File: config.mk
export PLATFORM = sky130hd
export DESIGN_NAME = engine_match_scheduler_flat
export DESIGN_NICKNAME = d
export VERILOG_FILES = /design/src/rtl/engine_match_scheduler_if.sv /design/src/rtl/engine_match_scheduler.sv /design/src/flat_wrapper.sv
export SDC_FILE = /design/constraint.sdc
export NUM_CORES = 1
export LEC_CHECK = 0
export BUFFER_PORTS_ARGS = -buffer_cell sky130_fd_sc_hd__buf_2
export CORE_AREA = 2 2 62 64
export DETAILED_ROUTE_END_ITERATION = 8
export DIE_AREA = 0 0 64 66
export GPL_TIMING_DRIVEN = 1
export PLACE_DENSITY = 0.69
export SLEW_MARGIN = 20
export SYNTH_ARGS = -nofsm -noshare
export SYNTH_HDL_FRONTEND = slang
export SYNTH_SLANG_ARGS = --single-unit
File: constraint.sdc
create_clock -name clk -period 7.02 [get_ports clk]
set_clock_uncertainty 0.05 [all_clocks]
set_input_delay 2.106 -clock clk [delete_from_list [all_inputs] [get_ports clk]]
set_output_delay 2.106 -clock clk [all_outputs]
set_load 0.1 [all_outputs]
File: src/rtl/engine_match_scheduler_if.sv
// Packet-in, engine-control and match-report signals of the scheduler.
// master is the scheduler side, slave is the packet source / engine array.
interface engine_match_scheduler_if #(
  parameter int NUM_ENGINES = 16,
  parameter int ID_W        = 4
);
  logic                   pkt_valid;
  logic                   pkt_sop;
  logic                   pkt_eop;
  logic                   pkt_ready;
  logic                   eng_sod;
  logic                   eng_en;
  logic                   eng_flush;
  logic [NUM_ENGINES-1:0] eng_match;
  logic                   rpt_valid;
  logic                   rpt_ready;
  logic [ID_W-1:0]        rpt_id;
  logic                   rpt_none;
  logic                   rpt_last;

  modport master (
    input  pkt_valid, pkt_sop, pkt_eop,
    input  eng_match, rpt_ready,
    output pkt_ready, eng_sod, eng_en, eng_flush,
    output rpt_valid, rpt_id, rpt_none, rpt_last
  );

  modport slave (
    output pkt_valid, pkt_sop, pkt_eop,
    output eng_match, rpt_ready,
    input  pkt_ready, eng_sod, eng_en, eng_flush,
    input  rpt_valid, rpt_id, rpt_none, rpt_last
  );
endinterface

File: src/rtl/engine_match_scheduler.sv
// Sequences payload bytes into a bank of match engines, flushes them,
// then streams the set match bits out lowest index first.
module engine_match_scheduler #(
  parameter int NUM_ENGINES = 16,
  parameter int ID_W        = 4,
  parameter int DRAIN_CYC   = 2
) (
  input logic                      clk,
  input logic                      rst,
  engine_match_scheduler_if.master bus
);

  typedef enum logic [2:0] {
    S_IDLE,
    S_CLEAR,
    S_RUN,
    S_DRAIN,
    S_REPORT
  } state_e;

  state_e                 state_q, state_d;
  logic [3:0]             cnt_q, cnt_d;
  logic [NUM_ENGINES-1:0] match_q, match_d;
  logic                   first_q, first_d;

  logic                   run_acc;
  logic                   abort;
  logic                   hs;
  logic                   vec_zero;
  logic                   single;
  logic [NUM_ENGINES-1:0] low_oh;
  logic [ID_W-1:0]        low_id;

  logic                   rdy;
  logic                   sod;
  logic                   en;
  logic                   flush;
  logic                   rvalid;
  logic [ID_W-1:0]        rid;
  logic                   rnone;
  logic                   rlast;

  assign run_acc  = (state_q == S_RUN) & bus.pkt_valid;
  // A second sop inside a packet restarts the engines.
  assign abort    = run_acc & bus.pkt_sop & ~first_q;
  assign hs       = rvalid & bus.rpt_ready;
  assign vec_zero = (match_q == '0);
  assign single   = ((match_q & (match_q - NUM_ENGINES'(1))) == '0);
  assign low_oh   = match_q & (~match_q + NUM_ENGINES'(1));

  always_comb begin
    low_id = '0;
    for (int i = NUM_ENGINES - 1; i >= 0; i--) begin
      if (match_q[i]) low_id = ID_W'(i);
    end
  end

  always_ff @(posedge clk or posedge rst) begin
    if (rst) begin
      state_q <= S_IDLE;
      cnt_q   <= '0;
      match_q <= '0;
      first_q <= 1'b0;
    end else begin
      state_q <= state_d;
      cnt_q   <= cnt_d;
      match_q <= match_d;
      first_q <= first_d;
    end
  end

  always_comb begin
    state_d = state_q;
    cnt_d   = cnt_q;
    match_d = match_q;
    first_d = first_q;
    unique case (state_q)
      S_IDLE: begin
        if (bus.pkt_valid & bus.pkt_sop) state_d = S_CLEAR;
      end
      S_CLEAR: begin
        state_d = S_RUN;
        first_d = 1'b1;
      end
      S_RUN: begin
        if (run_acc) begin
          first_d = 1'b0;
          if (abort) begin
            state_d = S_CLEAR;
          end else if (bus.pkt_eop) begin
            state_d = S_DRAIN;
            cnt_d   = 4'(DRAIN_CYC);
          end
        end
      end
      S_DRAIN: begin
        if (cnt_q == '0) begin
          match_d = bus.eng_match;
          state_d = S_REPORT;
        end else begin
          cnt_d = cnt_q - 4'd1;
        end
      end
      S_REPORT: begin
        if (hs) begin
          match_d = match_q & ~low_oh;
          if (rlast) state_d = S_IDLE;
        end
      end
      default: state_d = S_IDLE;
    endcase
  end

  always_comb begin
    rdy    = 1'b0;
    sod    = rst | (state_q == S_CLEAR);
    en     = 1'b0;
    flush  = 1'b0;
    rvalid = 1'b0;
    rid    = '0;
    rnone  = 1'b0;
    rlast  = 1'b0;
    if (!rst) begin
      unique case (state_q)
        S_IDLE: rdy = ~bus.pkt_sop;
        S_CLEAR: rdy = 1'b0;
        S_RUN: begin
          rdy = 1'b1;
          en  = bus.pkt_valid & ~abort;
        end
        // Counter at zero is the capture cycle, engines hold.
        S_DRAIN: begin
          en    = (cnt_q != '0);
          flush = (cnt_q != '0);
        end
        S_REPORT: begin
          rvalid = 1'b1;
          rid    = vec_zero ? '0 : low_id;
          rnone  = vec_zero;
          rlast  = vec_zero | single;
        end
        default: rdy = 1'b0;
      endcase
    end
  end

  assign bus.pkt_ready = rdy;
  assign bus.eng_sod   = sod;
  assign bus.eng_en    = en;
  assign bus.eng_flush = flush;
  assign bus.rpt_valid = rvalid;
  assign bus.rpt_id    = rid;
  assign bus.rpt_none  = rnone;
  assign bus.rpt_last  = rlast;

endmodule

File: src/flat_wrapper.sv
// flat-port wrapper written by rule: the top's interface ports become plain ports
module engine_match_scheduler_flat 
#(
  parameter int NUM_ENGINES = 16,
  parameter int ID_W        = 4,
  parameter int DRAIN_CYC   = 2
)
  (clk, rst, bus_pkt_valid, bus_pkt_sop, bus_pkt_eop, bus_eng_match, bus_rpt_ready, bus_pkt_ready, bus_eng_sod, bus_eng_en, bus_eng_flush, bus_rpt_valid, bus_rpt_id, bus_rpt_none, bus_rpt_last);
  engine_match_scheduler_if #(.NUM_ENGINES(NUM_ENGINES), .ID_W(ID_W)) bus_i ();
  input logic clk;
  input logic rst;
  input wire logic [$bits(bus_i.pkt_valid)-1:0] bus_pkt_valid;
  input wire logic [$bits(bus_i.pkt_sop)-1:0] bus_pkt_sop;
  input wire logic [$bits(bus_i.pkt_eop)-1:0] bus_pkt_eop;
  input wire logic [$bits(bus_i.eng_match)-1:0] bus_eng_match;
  input wire logic [$bits(bus_i.rpt_ready)-1:0] bus_rpt_ready;
  output wire logic [$bits(bus_i.pkt_ready)-1:0] bus_pkt_ready;
  output wire logic [$bits(bus_i.eng_sod)-1:0] bus_eng_sod;
  output wire logic [$bits(bus_i.eng_en)-1:0] bus_eng_en;
  output wire logic [$bits(bus_i.eng_flush)-1:0] bus_eng_flush;
  output wire logic [$bits(bus_i.rpt_valid)-1:0] bus_rpt_valid;
  output wire logic [$bits(bus_i.rpt_id)-1:0] bus_rpt_id;
  output wire logic [$bits(bus_i.rpt_none)-1:0] bus_rpt_none;
  output wire logic [$bits(bus_i.rpt_last)-1:0] bus_rpt_last;
  assign bus_i.pkt_valid = bus_pkt_valid;
  assign bus_i.pkt_sop = bus_pkt_sop;
  assign bus_i.pkt_eop = bus_pkt_eop;
  assign bus_i.eng_match = bus_eng_match;
  assign bus_i.rpt_ready = bus_rpt_ready;
  assign bus_pkt_ready = bus_i.pkt_ready;
  assign bus_eng_sod = bus_i.eng_sod;
  assign bus_eng_en = bus_i.eng_en;
  assign bus_eng_flush = bus_i.eng_flush;
  assign bus_rpt_valid = bus_i.rpt_valid;
  assign bus_rpt_id = bus_i.rpt_id;
  assign bus_rpt_none = bus_i.rpt_none;
  assign bus_rpt_last = bus_i.rpt_last;
  engine_match_scheduler #(.NUM_ENGINES(NUM_ENGINES), .ID_W(ID_W), .DRAIN_CYC(DRAIN_CYC)) u_core (.clk(clk), .rst(rst), .bus(bus_i));
endmodule
==> reports/summary.md <==
## Critical path
* input port — startpoint type of the worst setup path
* in2out — category of the critical setup timing path
* 3840 ps — arrival time at the worst endpoint
* primary output — sort of element at the end of the critical path
* 6 — CP Max Fanout
* 4860 ps — data required time at the worst endpoint

## STA
* 0 ps — final total negative setup slack
* 0 — hold violation count in the final report
* 85.41% — final worst path period share
* 1024 ps — fin worst setup slack
* 0 — final-report max-slew violation count
* no — unrepaired setup endpoints after global routing
* 166.8 MHz — fmax
* 0 — final setup violation count
* 51.77% — normalized max-slew margin
* 705.2 ps — transition time at the pin with the least slew margin
* 5996 ps — min Tclk post-route

## Placement
* 32 — count of port buffers added during placement
* 1050 ps — worst slack at placement
* 2.998 mm — HPWL after detailed placement
* 0.8877 — GPL Wtd Cong

## Final layout
* 23.53% — fraction of final layout cells with drive strength greater than 1
* 246 — net count reported at finish
* sky130_fd_sc_hd__buf_2 — most frequent standard cell in the layout excluding fill and tap cells
* 0 — diodes inserted
* 32 x sky130_fd_sc_hd__buf_2, 24 x sky130_fd_sc_hd__dfrtp_1, 20 x sky130_fd_sc_hd__nand2_1, 20 x sky130_fd_sc_hd__o21ai_0, 19 x sky130_fd_sc_hd__nor2_1 — most frequent cells in the layout
* 10.50% — signed area change from the synthesized netlist to the final layout

## Power
* 0.8186 nW — total leakage power
* 430.9 nW/um^2 — power density over the cells
* 0.0002109 V — Max VDD drop

## GRT
* 21.23% — overall routing resource usage
* 7.120 mm — global-route wire length before repair
* 0 — global route total overflow
* 25 — pin count of the biggest net entering global routing
* 1483 — vias in the first global route
* 0 — number of antenna violations at the first check in global routing

## Clock tree
* sky130_fd_sc_hd__clkbuf_4 — Root Buffer
* 0 — post-CTS setup buffers
* 2 — Longest Clk Path Bufs
* 320 ps — clock latency on the worst-skew pair
* 130 ps — clock transition at the register clock pins on the worst setup and hold paths after CTS
* built — CTS tree
* 3 — number of buffers inserted during clock tree synthesis
* 1 — H-Tree Depth
* 0 — post_cts resized
* 0 — number of hold buffers added after CTS
* 24 — TritonCTS sink count

## Yosys
* 8.640 um^2 — mean area per synthesized cell
* 224 — number of nets in the synthesized netlist
* sky130_fd_sc_hd__dfrtp_1 — top_reg_cell synth
* 1728 um^2 — netlist area before placement
* 100.0% — Async SR Flop Fraction
* sky130_fd_sc_hd__dfrtp_1 — post-synth top area cell
* 34.76% — proportion of synthesized chip area in sequential cells
* 0 — number of flops mapped to enable cells by yosys
* 49 — count of cell types in the netlist
* sky130_fd_sc_hd__dfrtp_1 35%, sky130_fd_sc_hd__a22o_1 6.6%, sky130_fd_sc_hd__o21ai_0 5.8% — leading post-synthesis cells by cell area
* 200 — gate count after technology mapping
* 0 — Ys Warns
* 34.76% — Synth top area share
* 24 — flop and latch count out of synthesis

## Routing
* 4.131 mm — DRT Wirelength
* 15.36 um — mean routed wirelength per cell
* 5.844 — via density per instance
* 0 — remaining routing DRC violations
* 4 — Pre-Repair DR Iteration Count
* 129 — DRC violation total after the first TritonRoute iteration
* 1572 — vias post-DR
* 0 — antenna viol nets, final

## Floorplan
* 3551 um^2 — Core Footprint
* 33 — IO Pins
* 48.66% — initial core utilization
* 64 um — width of the chip
* 4224 um^2 — overall die area
* 22 — row count
* 66 um — vertical die dimension

## Outcome
* completed — run status

## Flow run
* 0 — number of max-cap violations

## Worst hold path
* reg2reg — Hold WC Path Type

## kinds of logic after synthesis
| logic type | after synthesis | share of synthesized area (%) |
|---|---|---|
| XOR/XNOR | 2 | 1.014 |
| AO/OA/AOI/OAI | 66 | 26.94 |
| adder cells (fa/ha/maj) | 2 | 1.448 |
| flip-flops | 24 | 34.76 |
| buffers and inverters | 25 | 10.64 |
| AND/OR/NAND/NOR | 81 | 25.20 |
## worst paths after layout
path,from,end,slack [ps],cells past startpoint
max,rst,bus_rpt_last,1020,7
min,u_core.cnt_q[0],u_core.cnt_q[0],470,1
max reg2reg,u_core.cnt_q[0],u_core.match_q[13],4210,7
min reg2reg,u_core.cnt_q[0],u_core.cnt_q[0],470,1
max in group asynchronous,rst,u_core.match_q[10],4820,3
min in group asynchronous,rst,u_core.first_q,1860,3
## stage by stage
| stage | hold slack, ps | instance area (um^2) | util, % | power, mW | std cells |
|---|---|---|---|---|---|
| floorplan | 416.6 | 1789 | - | 0.7102 | 200 |
| global placement | 453.2 | 1867 | 52.57 | 0.7422 | 265 |
| detailed placement | 445.7 | 1867 | 52.57 | 0.7436 | 265 |
| CTS | 467.4 | 1903 | 53.59 | 0.8184 | 269 |
| global route | 519.7 | 1909 | 53.77 | 0.9000 | 269 |
| finish | 471.3 | 1909 | 53.77 | 0.8228 | 269 |
## sequential cells by signal, summed over array words and instances, names as in the netlist
name and count:
u_core.cnt_q 4, u_core.match_q 16, u_core.first_q 1, u_core.state_q 3
## area by class of cell
type                    count  area [um^2]
multi-input cells         151         1011
flip-flops and latches     24        600.6
well taps                  48        60.06
inverters                   9        33.78
fillers                   334         1642
repair buffers             33        167.7
clock buffers               4        36.28
## cell usage after synthesis (all sizes together), types with 2 or more instances
cell     instances
dfrtp           24
nand2           20
nor2            20
o21ai           20
a22o            14
buf             11
nor3            10
inv              9
a2111oi          6
nor4             6
a21oi            5
a31oi            5
clkbuf           5
nand3            5
a211oi           4
and3             4
nand2b           3
nor2b            3
o21bai           3
ha               2
nand3b           2
nand4            2
or4              2
xnor2            2
## layer usage
metal	vias to the layer above	global-route usage, %	part of all wire [%]
li1	784	-	-
met1	744	29.72	46
met2	40	33.07	47
met3	4	4.940	6.5
met4	0	5.163	0.70
met5	-	0	0
## worst max-delay path, cell delays in order
cell and delay [ps]:
sky130_fd_sc_hd__buf_2 150, sky130_fd_sc_hd__nor4b_4 360, sky130_fd_sc_hd__nand2_1 120, sky130_fd_sc_hd__a2111oi_2 350, sky130_fd_sc_hd__nand4_1 190, sky130_fd_sc_hd__nor2_2 130, sky130_fd_sc_hd__buf_2 440
## report_power, final
| part | switching [mW] | internal [mW] | total [mW] |
|---|---|---|---|
| Combinational | 0.243 | 0.170 | 0.413 |
| Clock | 0.0443 | 0.0317 | 0.0760 |
| Sequential | 0.135 | 0.199 | 0.333 |
(Power assumes the default switching activity.)
